--- src/rtl/fetch_stage_if.sv ---
// Fetch-stage bus: pc register handshake, instruction memory port, and IF/ID outputs.
interface fetch_stage_if #(
  parameter int unsigned XLEN = 19
);
  logic [XLEN-1:0] pc;
  logic [XLEN-1:0] next_pc;
  logic            pcwrite;
  logic            imem_req;
  logic [XLEN-1:0] imem_addr;
  logic            imem_ready;
  logic            imem_rvalid;
  logic [XLEN-1:0] imem_rdata;
  logic            stall;
  logic            redirect;
  logic [XLEN-1:0] redirect_pc;
  logic            ifid_valid;
  logic [XLEN-1:0] ifid_instr;
  logic [XLEN-1:0] ifid_pc;

  modport master (
    input  pc, imem_ready, imem_rvalid, imem_rdata, stall, redirect, redirect_pc,
    output next_pc, pcwrite, imem_req, imem_addr, ifid_valid, ifid_instr, ifid_pc
  );

  modport slave (
    output pc, imem_ready, imem_rvalid, imem_rdata, stall, redirect, redirect_pc,
    input  next_pc, pcwrite, imem_req, imem_addr, ifid_valid, ifid_instr, ifid_pc
  );
endinterface

--- src/rtl/fetch_stage.sv ---
// Instruction-fetch stage: one outstanding imem request, skid buffer for a stalled
// decode stage, redirect/flush handling, and the IF/ID pipeline register.
module fetch_stage #(
  parameter int unsigned    XLEN      = 19,
  parameter logic [XLEN-1:0] PC_INC    = 1,
  parameter logic [XLEN-1:0] NOP_INSTR = '0
) (
  input logic              clk,
  input logic              reset,
  fetch_stage_if.master    bus
);

  typedef enum logic [1:0] {StFetch, StWait, StHold, StDrain} state_e;

  state_e          state_q, state_d;
  logic [XLEN-1:0] fa_q, fa_d;
  logic [XLEN-1:0] skid_q, skid_d;
  logic            vld_q, vld_d;
  logic [XLEN-1:0] instr_q, instr_d;
  logic [XLEN-1:0] ipc_q, ipc_d;

  logic            can_accept;
  logic            imem_req;
  logic            pcwrite;
  logic [XLEN-1:0] next_pc;

  assign can_accept = !vld_q || !bus.stall;

  always_ff @(posedge clk or negedge reset) begin
    if (!reset) begin
      state_q <= StFetch;
      fa_q    <= '0;
      skid_q  <= '0;
      vld_q   <= 1'b0;
      instr_q <= NOP_INSTR;
      ipc_q   <= '0;
    end else begin
      state_q <= state_d;
      fa_q    <= fa_d;
      skid_q  <= skid_d;
      vld_q   <= vld_d;
      instr_q <= instr_d;
      ipc_q   <= ipc_d;
    end
  end

  always_comb begin
    state_d  = state_q;
    fa_d     = fa_q;
    skid_d   = skid_q;
    vld_d    = vld_q;
    instr_d  = instr_q;
    ipc_d    = ipc_q;
    imem_req = 1'b0;
    pcwrite  = 1'b0;
    next_pc  = fa_q + PC_INC;

    if (bus.redirect) begin
      // Redirect wins over everything: flush IF/ID and abandon any in-flight data.
      pcwrite = 1'b1;
      next_pc = bus.redirect_pc;
      vld_d   = 1'b0;
      instr_d = NOP_INSTR;
      unique case (state_q)
        StFetch: state_d = StFetch;
        StWait:  state_d = bus.imem_rvalid ? StFetch : StDrain;
        StHold:  state_d = StFetch;
        StDrain: state_d = StDrain;
        default: state_d = StFetch;
      endcase
    end else begin
      if (vld_q && !bus.stall) vld_d = 1'b0;
      unique case (state_q)
        StFetch: begin
          imem_req = 1'b1;
          if (bus.imem_ready) begin
            fa_d    = bus.pc;
            state_d = StWait;
          end
        end
        StWait: begin
          if (bus.imem_rvalid) begin
            if (can_accept) begin
              vld_d   = 1'b1;
              instr_d = bus.imem_rdata;
              ipc_d   = fa_q;
              pcwrite = 1'b1;
              state_d = StFetch;
            end else begin
              skid_d  = bus.imem_rdata;
              state_d = StHold;
            end
          end
        end
        StHold: begin
          if (can_accept) begin
            vld_d   = 1'b1;
            instr_d = skid_q;
            ipc_d   = fa_q;
            pcwrite = 1'b1;
            state_d = StFetch;
          end
        end
        StDrain: begin
          if (bus.imem_rvalid) state_d = StFetch;
        end
        default: state_d = StFetch;
      endcase
    end
  end

  // Every output is held at zero while reset is asserted.
  assign bus.imem_req   = reset & imem_req;
  assign bus.pcwrite    = reset & pcwrite;
  assign bus.next_pc    = reset ? next_pc : '0;
  assign bus.imem_addr  = reset ? bus.pc : '0;
  assign bus.ifid_valid = vld_q;
  assign bus.ifid_instr = instr_q;
  assign bus.ifid_pc    = ipc_q;

endmodule

--- src/flat_wrapper.sv ---
// flat-port wrapper written by rule: the top's interface ports become plain ports
module fetch_stage_flat 
#(
  parameter int unsigned    XLEN      = 19,
  parameter logic [XLEN-1:0] PC_INC    = 1,
  parameter logic [XLEN-1:0] NOP_INSTR = '0
)
  (clk, reset, bus_pc, bus_imem_ready, bus_imem_rvalid, bus_imem_rdata, bus_stall, bus_redirect, bus_redirect_pc, bus_next_pc, bus_pcwrite, bus_imem_req, bus_imem_addr, bus_ifid_valid, bus_ifid_instr, bus_ifid_pc);
  fetch_stage_if #(.XLEN(XLEN)) bus_i ();
  input logic clk;
  input logic reset;
  input wire logic [$bits(bus_i.pc)-1:0] bus_pc;
  input wire logic [$bits(bus_i.imem_ready)-1:0] bus_imem_ready;
  input wire logic [$bits(bus_i.imem_rvalid)-1:0] bus_imem_rvalid;
  input wire logic [$bits(bus_i.imem_rdata)-1:0] bus_imem_rdata;
  input wire logic [$bits(bus_i.stall)-1:0] bus_stall;
  input wire logic [$bits(bus_i.redirect)-1:0] bus_redirect;
  input wire logic [$bits(bus_i.redirect_pc)-1:0] bus_redirect_pc;
  output wire logic [$bits(bus_i.next_pc)-1:0] bus_next_pc;
  output wire logic [$bits(bus_i.pcwrite)-1:0] bus_pcwrite;
  output wire logic [$bits(bus_i.imem_req)-1:0] bus_imem_req;
  output wire logic [$bits(bus_i.imem_addr)-1:0] bus_imem_addr;
  output wire logic [$bits(bus_i.ifid_valid)-1:0] bus_ifid_valid;
  output wire logic [$bits(bus_i.ifid_instr)-1:0] bus_ifid_instr;
  output wire logic [$bits(bus_i.ifid_pc)-1:0] bus_ifid_pc;
  assign bus_i.pc = bus_pc;
  assign bus_i.imem_ready = bus_imem_ready;
  assign bus_i.imem_rvalid = bus_imem_rvalid;
  assign bus_i.imem_rdata = bus_imem_rdata;
  assign bus_i.stall = bus_stall;
  assign bus_i.redirect = bus_redirect;
  assign bus_i.redirect_pc = bus_redirect_pc;
  assign bus_next_pc = bus_i.next_pc;
  assign bus_pcwrite = bus_i.pcwrite;
  assign bus_imem_req = bus_i.imem_req;
  assign bus_imem_addr = bus_i.imem_addr;
  assign bus_ifid_valid = bus_i.ifid_valid;
  assign bus_ifid_instr = bus_i.ifid_instr;
  assign bus_ifid_pc = bus_i.ifid_pc;
  fetch_stage #(.XLEN(XLEN), .PC_INC(PC_INC), .NOP_INSTR(NOP_INSTR)) u_core (.clk(clk), .reset(reset), .bus(bus_i));
endmodule
--- config.mk ---
export PLATFORM = sky130hd
export DESIGN_NAME = fetch_stage_flat
export DESIGN_NICKNAME = d
export VERILOG_FILES = /design/src/rtl/fetch_stage_if.sv /design/src/rtl/fetch_stage.sv /design/src/flat_wrapper.sv
export SDC_FILE = /design/constraint.sdc
export NUM_CORES = 1
export LEC_CHECK = 0
export CORE_AREA = 2 2 95 97
export CTS_CLUSTER_SIZE = 14
export DETAILED_ROUTE_END_ITERATION = 6
export DIE_AREA = 0 0 97 99
export GPL_TIMING_DRIVEN = 0
export PLACE_DENSITY_LB_ADDON = 0.3
export SYNTH_ARGS = -nofsm -noshare
export SYNTH_HDL_FRONTEND = slang
export SYNTH_SLANG_ARGS = --single-unit
--- constraint.sdc ---
create_clock -name clk -period 3.3 [get_ports clk]
set_input_delay 0.495 -clock clk [delete_from_list [all_inputs] [get_ports clk]]
set_output_delay 0.495 -clock clk [all_outputs]
set_load 0.03 [all_outputs]
==> metrics, run 1 <==
result of the run finished, final reports clean; synthesized area per cell between 10 and 15 um^2; Clock Power Share 16.4%; WL final approximately 11,000 um; relative slew slack 66.0%; critical path fanouts, max 8; Worst-path clk slew about 0.090 ns; Die Height 99 um; slack of the critical path roughly 0.13 ns; Final setup viols 0; router iterations before antenna repair 4; Synthesized Nets 429; switching portion of total power between 30% and 40%; required time reported for the critical path endpoint 2.80 ns; number of instances in the synthesized netlist 360; total number of vias around 3,400; Top FF cell, synth dfrtp_1; pre-CTS worst setup slack 0.214 ns; post-synth design cell area roughly 4100 um^2; sequential cell fraction of total power roughly 36%; Maximum Capacitance Violations 0; Finished Core Util just under 70%; sum of net half-perimeters after detailed placement 8120 um; Clock Root Buffer clkbuf_8; nets@finish about 580; input/output buffers 141; via count of the first global-routing pass between 3,000 and 4,000; via/cell ratio 5.43; unrepaired setup endpoints after global routing false; latest clock arrival within the worst-skew pair approximately 0.35 ns; CTS hold repair buffers 0; DRC violation count after routing 0; slack of the worst reg-to-reg path around 1.3 ns; total track usage approximately 23%; Setup Crit Path Kind register to output pin; Yosys reg bits 79; total inserted antenna cells 0; design internal power between 2 and 3 mW; Starting DRT DRC Count 117; clk_skew 0.00953 ns; number of antenna violations at the first check in global routing 0; total of warnings raised by yosys 0; actual transition at the worst max-transition pin 0.510 ns; Hold Violations, Final 0; CP startpoint kind register; area of the die 9600 um^2; beginning of the critical path u_core.fa_q[0]; RR Startpoint u_core.state_q[0]; upper clock frequency limit ~320 MHz; global-route wire length before repair ~18,000 um; number of H-tree levels 3; row cnt 34; Die W ~97 um; post-synth cell types 40; Final Slew Violations 0; residual antenna-violating net count after detailed routing 0; relative contribution of combinational cells to total power 47.9%; Initial Util between 40% and 50%; Hold Crit Class input pin to asynchronous set/reset pin; maximum ir drop on the vdd rail ~0.50 mV; timing endpoint of the critical path bus_next_pc[12]; minimum clock period between 3 and 4 ns; Avg WL per Cell between 15 and 20 um; leakage power figure around 2.5 nW; sw power between 1.5 and 2 mW; async set or reset register ratio after synthesis between 90% and 100%; part of the Yosys area used for sequential elements 47.9%; number of fill cells ~660; maximum clock insertion buffer count 2; area of the core region between 8000 and 9000 um^2; area growth from synthesis to final layout 43.7%; Congestion Overflow GR 0; Final GP Congestion 0.864; Worst setup EP type output pin; num ports between 100 and 150; Register-to-Register Path Depth 9; number of clock sinks 79; share of layout cells above drive strength 1 18.3%; power density over the cells approximately 830 nW/um^2; period utilisation layout just under 100%; EDFF count, synth 0; arrival time at the worst endpoint between 2 and 3 ns; TritonCTS clock tree built; largest net degree at the start of global routing 50; Num CTS Buffers 9; end of the worst register-to-register path u_core.bus.ifid_pc[16]
## synthesized netlist by cell type, types with 2 or more instances
cell      count  share of area (%)
nand3_1       7               0.85
nand3_2       2               0.48
nand2_1      10               0.91
clkbuf_1     11                1.0
a31oi_1       3               0.45
o211a_1       4               0.97
mux2i_1      21                5.1
inv_1         8               0.73
buf_4         2               0.36
nor3_1        5               0.61
ha_1          6                1.8
a211oi_1     20                3.6
and3_1        2               0.30
a21o_1        2               0.36
mux2_4       10                3.6
a21oi_1      11                1.3
nor2_1       24                2.2
mux2_2       49                 13
buf_6         2               0.55
xnor2_1      13                2.8
buf_2         5               0.61
nand2b_1      2               0.30
nor4_1        6               0.91
dfrtp_1      79                 48
nor2b_1       3               0.45
nand4_1       3               0.45
and2_1       21                3.2
o21ai_0      17                2.1
## how the worst min path moves through the flow
stage	to	start	cells past startpoint	slack [ns]
floorplan	u_core.bus.ifid_instr[0]	reset	0	0.20
global placement	u_core.skid_q[15]	u_core.skid_q[15]	1	0.49
detailed placement	u_core.bus.ifid_pc[9]	reset	1	0.48
CTS	u_core.bus.ifid_pc[7]	reset	1	0.1
global route	u_core.bus.ifid_pc[7]	reset	1	0.11
finish	u_core.bus.ifid_pc[7]	reset	1	0.09
## placed cells by master (no fill, tap or decap), types with 2 or more instances in the layout
cell type,count
buf_4,3
xnor2_1,13
a21o_1,2
nor4_1,5
a31oi_1,3
nor2_1,24
nand2b_1,2
clkdlybuf4s50_1,138
and2_1,21
bufinv_16,2
nand4_1,3
inv_1,8
a211oi_1,20
dlymetal6s2s_1,2
buf_2,5
mux2i_1,21
o21ai_0,17
ha_1,6
nand3_2,2
clkbuf_8,10
nor2b_1,3
nor3_1,5
mux2_2,49
mux2_4,10
a21oi_1,11
o211a_1,4
and3_1,2
clkbuf_1,12
dfrtp_1,79
buf_6,2
nand3_1,7
nand2_1,10
## kinds of logic after synthesis
group,share of synthesized area (%)
mux,22.1
simple gates,11.8
compound gates,9.63
fa+ha+maj,1.82
buf+inv,3.82
xor+xnor,2.97
flops,47.9
## state kept, by name (all words and copies together), names as in the netlist
name                   cells
u_core.fa_q               19
u_core.bus.ifid_instr     19
u_core.state_q             2
u_core.skid_q             19
u_core.bus.ifid_valid      1
u_core.bus.ifid_pc        19
## per-stage QoR
step                std cells  setup TNS (ns)  cell area, um^2  hold slack [ns]  power, mW
floorplan                 360               0             4130            0.199       3.21
global placement          609         -179.57             5680            0.486       4.05
detailed placement        610               0             5700            0.480       4.13
CTS                       626               0             5920           0.0973       4.94
global route              626               0             5940            0.115       5.18
finish                    626               0             5940           0.0875       4.92
## final cells by class
cell class / instances / area, um^2 / area share [%]
inverters: 9 / 33.8 / 0.569
clock buffers: 11 / 141 / 2.38
multi-input cells: 251 / 2000 / 33.7
well taps: 108 / 135 / 2.28
flip-flops and latches: 79 / 1980 / 33.3
plain buffers: 21 / 124 / 2.09
repair buffers: 142 / 1440 / 24.3
clock inverters: 5 / 81.3 / 1.37
## power groups by stage
stage	Combinational [mW]	Clock (mW)	Sequential, mW
2_1_floorplan	1.13	0	2.08
3_3_place_gp	2.30	0	1.75
3_5_place_dp	2.36	0	1.77
4_1_cts	2.37	0.815	1.76
5_1_grt	2.50	0.859	1.82
6_report	2.36	0.806	1.76
## worst max-delay path: stages, from the launching register on
cell and delay, ns:
dfrtp_1 0.45, ha_1 0.21, nand3_1 0.30, nor4_1 0.39, xnor2_1 0.14, a21oi_1 0.15
clkdlybuf4s50_1 0.68
## timing repair
item	CTS	global route
setup endpoints to repair	0	3
buffers inserted	0	0
resized for setup	0	3
## layer usage
metal  GRT usage (%)  share of wire, %  wire length (um)
met4            7.26               1.5               157
met5               0                 0                 0
met2            39.7                49              5310
met3            4.61               5.9               639
met1            28.3                43              4670
Note: power is estimated with default switching activity, not from simulation.
==> inputs of run 2 (changes only) <==
--- a/config.mk
+++ b/config.mk
@@ -10,7 +10,8 @@
 export DETAILED_ROUTE_END_ITERATION = 6
 export DIE_AREA = 0 0 97 99
 export GPL_TIMING_DRIVEN = 0
-export PLACE_DENSITY_LB_ADDON = 0.3
+export HOLD_SLACK_MARGIN = 0.1
+export PLACE_DENSITY = 0.94
 export SYNTH_ARGS = -nofsm -noshare
 export SYNTH_HDL_FRONTEND = slang
 export SYNTH_SLANG_ARGS = --single-unit
==> run 2 against run 1 <==
Compared with the run above:
- wire length grew 1.3%
- maximum frequency shrank 3.4%
- via count grew 1.4%
- cell area is essentially flat
- clock skew grew 0.0036 ns
- critical endpoint is now bus_next_pc[18]
==> metrics, run 2 (same netlist as run 1, synthesis figures left out) <==
relative slew slack 61.2% (was 66.0%); slack of the worst reg-to-reg path 1.27 ns (was 1.25 ns); register area 1980 um^2 (unchanged); Maximum Capacitance Violations 0 (unchanged); total number of vias 3,448 (was 3,399); area of the die 9600 um^2 (unchanged); Final Slew Violations 0 (unchanged); result of the run finished, final reports clean (unchanged); required time reported for the critical path endpoint 2.80 ns (about the same); arrival time at the worst endpoint 2.79 ns (was 2.67 ns); total track usage 22.9% (was 22.7%); DRC violation count after routing 0 (unchanged); Clock Root Buffer clkbuf_8 (unchanged); pre-CTS worst setup slack 0.0463 ns (was 0.214 ns); critical path fanouts, max 8 (unchanged); minimum clock period 3.28 ns (was 3.17 ns); via count of the first global-routing pass 3,560 (was 3,517); commonest non-fill, non-tap cell in the layout clkdlybuf4s50_1 (unchanged); Starting DRT DRC Count 94 (was 117); TritonCTS clock tree built (unchanged); total area of multi-input combinational cells 2000 um^2 (unchanged); share of layout cells above drive strength 1 18.3% (unchanged); Final setup viols 0 (unchanged); actual transition at the worst max-transition pin 0.582 ns (was 0.510 ns); Congestion Overflow GR 0 (unchanged); CP startpoint kind register (unchanged); WL final 10,900 um (was 10,800 um); Setup Buffers After CTS 0 (unchanged); Initial Util 48.3% (unchanged); hold_ws 0.123 ns (was 0.0875 ns); Setup Crit Path Kind register to output pin (unchanged); input/output buffers 141 (unchanged); num ports 142 (unchanged); leakage power figure 2.49 nW (was 2.50 nW); area growth from synthesis to final layout 43.7% (about the same); area of the core region 8550 um^2 (unchanged); Register-to-Register Path Depth 8 (was 9); largest net degree at the start of global routing 43 (was 50); slack of the critical path 0.0180 ns (was 0.131 ns); beginning of the critical path u_core.fa_q[0] (unchanged); Hold Crit Class input pin to asynchronous set/reset pin (unchanged); maximum clock insertion buffer count 2 (unchanged); unrepaired setup endpoints after global routing true (was false); cts repair resizes 1 (was 0); residual antenna-violating net count after detailed routing 0 (unchanged); Hold Violations, Final 0 (unchanged); number of fill cells 638 (was 663); Final GP Congestion 0.943 (was 0.864); RR Startpoint u_core.state_q[1] (was u_core.state_q[0]); Die W 97 um (unchanged); Die Height 99 um (unchanged); leading cell types in the layout, fill and taps excluded 138 x clkdlybuf4s50_1, 79 x dfrtp_1, 49 x mux2_2 (unchanged); total inserted antenna cells 0 (unchanged); row cnt 34 (unchanged); Num CTS Buffers 9 (unchanged); power density over the cells 832 nW/um^2 (was 829 nW/um^2); CTS hold repair buffers 0 (unchanged); router iterations before antenna repair 4 (unchanged); sum of net half-perimeters after detailed placement 8390 um (was 8120 um); nets@finish 582 (unchanged); number of H-tree levels 3 (unchanged); via/cell ratio 5.51 (was 5.43); Worst-path clk slew 0.09 ns (about the same); Worst setup EP type output pin (unchanged); number of clock sinks 79 (unchanged); clk_skew 0.0131 ns (was 0.00953 ns); maximum ir drop on the vdd rail 0.425 mV (was 0.499 mV); end of the worst register-to-register path u_core.bus.ifid_pc[12] (was u_core.bus.ifid_pc[16]); number of antenna violations at the first check in global routing 0 (unchanged); period utilisation layout 99.5% (was 96.0%); latest clock arrival within the worst-skew pair 0.34 ns (was 0.35 ns); upper clock frequency limit 305 MHz (was 316 MHz); global-route wire length before repair 17,500 um (was 17,600 um); Avg WL per Cell 17.4 um (was 17.2 um)
## run 2: changes by cell type in the layout (fill, tap and decap cells not counted), sizes merged
| cell | delta |
|---|---|
| clkinv | -2 |
| clkbuf | +1 |
| dlygate4sd2 | +1 |
| dlymetal6s2s | -1 |
| inv | +1 |
## run 2: cell type report
type	count	share of cell area (%)
well taps	108	2.28
inverters	9	0.569
clock inverters	4	1.29
plain buffers	21	2.09
repair buffers	142	24.1
flip-flops and latches	79	33.3
clock buffers	12	2.61
multi-input cells	251	33.7
## run 2: worst max-delay path, cell delays in order, from the launching register on
cell and delay, ns:
dfrtp_1 0.47, ha_1 0.23, nand3_1 0.31, nor4_1 0.40, nand3_1 0.13, a31oi_1 0.21
clkdlybuf4s50_1 0.70
## run 2: worst max-delay path by stage
stage                            to  cells after the start
CTS                 bus_next_pc[18]                      6
floorplan           bus_next_pc[16]                      5
global route        bus_next_pc[14]                      6
finish              bus_next_pc[18]                      6
global placement    bus_next_pc[10]                      5
detailed placement  bus_next_pc[16]                      5
## run 2: where the power goes
part           total (mW)  switching [mW]  internal (mW)
sequential           1.76           0.374           1.39
clock               0.809           0.339          0.471
combinational        2.36            1.22           1.15
## run 2: metal layers
| metal | up-vias | wire length (um) | global-route usage (%) |
|---|---|---|---|
| met5 | - | 0 | 0 |
| met4 | 0 | 289 | 9.75 |
| met3 | 24 | 678 | 4.89 |
| met2 | 142 | 5620 | 41.2 |
| met1 | 1692 | 4330 | 26.5 |
| li1 | 1590 | - | - |
## run 2: metrics by stage
stage / area [um^2] / cells / TNS (ns) / utilization [%] / total power [mW]
4_1_cts: 5920 / 626 / 0 / 69.3 / 4.96
3_3_place_gp: 5680 / 609 / -167.44 / 66.4 / 4.04
2_1_floorplan: 4130 / 360 / 0 / - / 3.21
5_1_grt: 5930 / 626 / -0.00661 / 69.4 / 5.20
6_report: 5930 / 626 / 0 / 69.4 / 4.94
3_5_place_dp: 5690 / 610 / 0 / 66.6 / 4.14
==> inputs of run 3 (changes only) <==
--- a/config.mk
+++ b/config.mk
@@ -12,6 +12,7 @@
 export GPL_TIMING_DRIVEN = 0
 export HOLD_SLACK_MARGIN = 0.1
 export PLACE_DENSITY = 0.94
+export SLEW_MARGIN = 0
 export SYNTH_ARGS = -nofsm -noshare
 export SYNTH_HDL_FRONTEND = slang
 export SYNTH_SLANG_ARGS = --single-unit
==> results of run 3 <==
The final DEF is identical to that of run 2; final timing and power are the same.
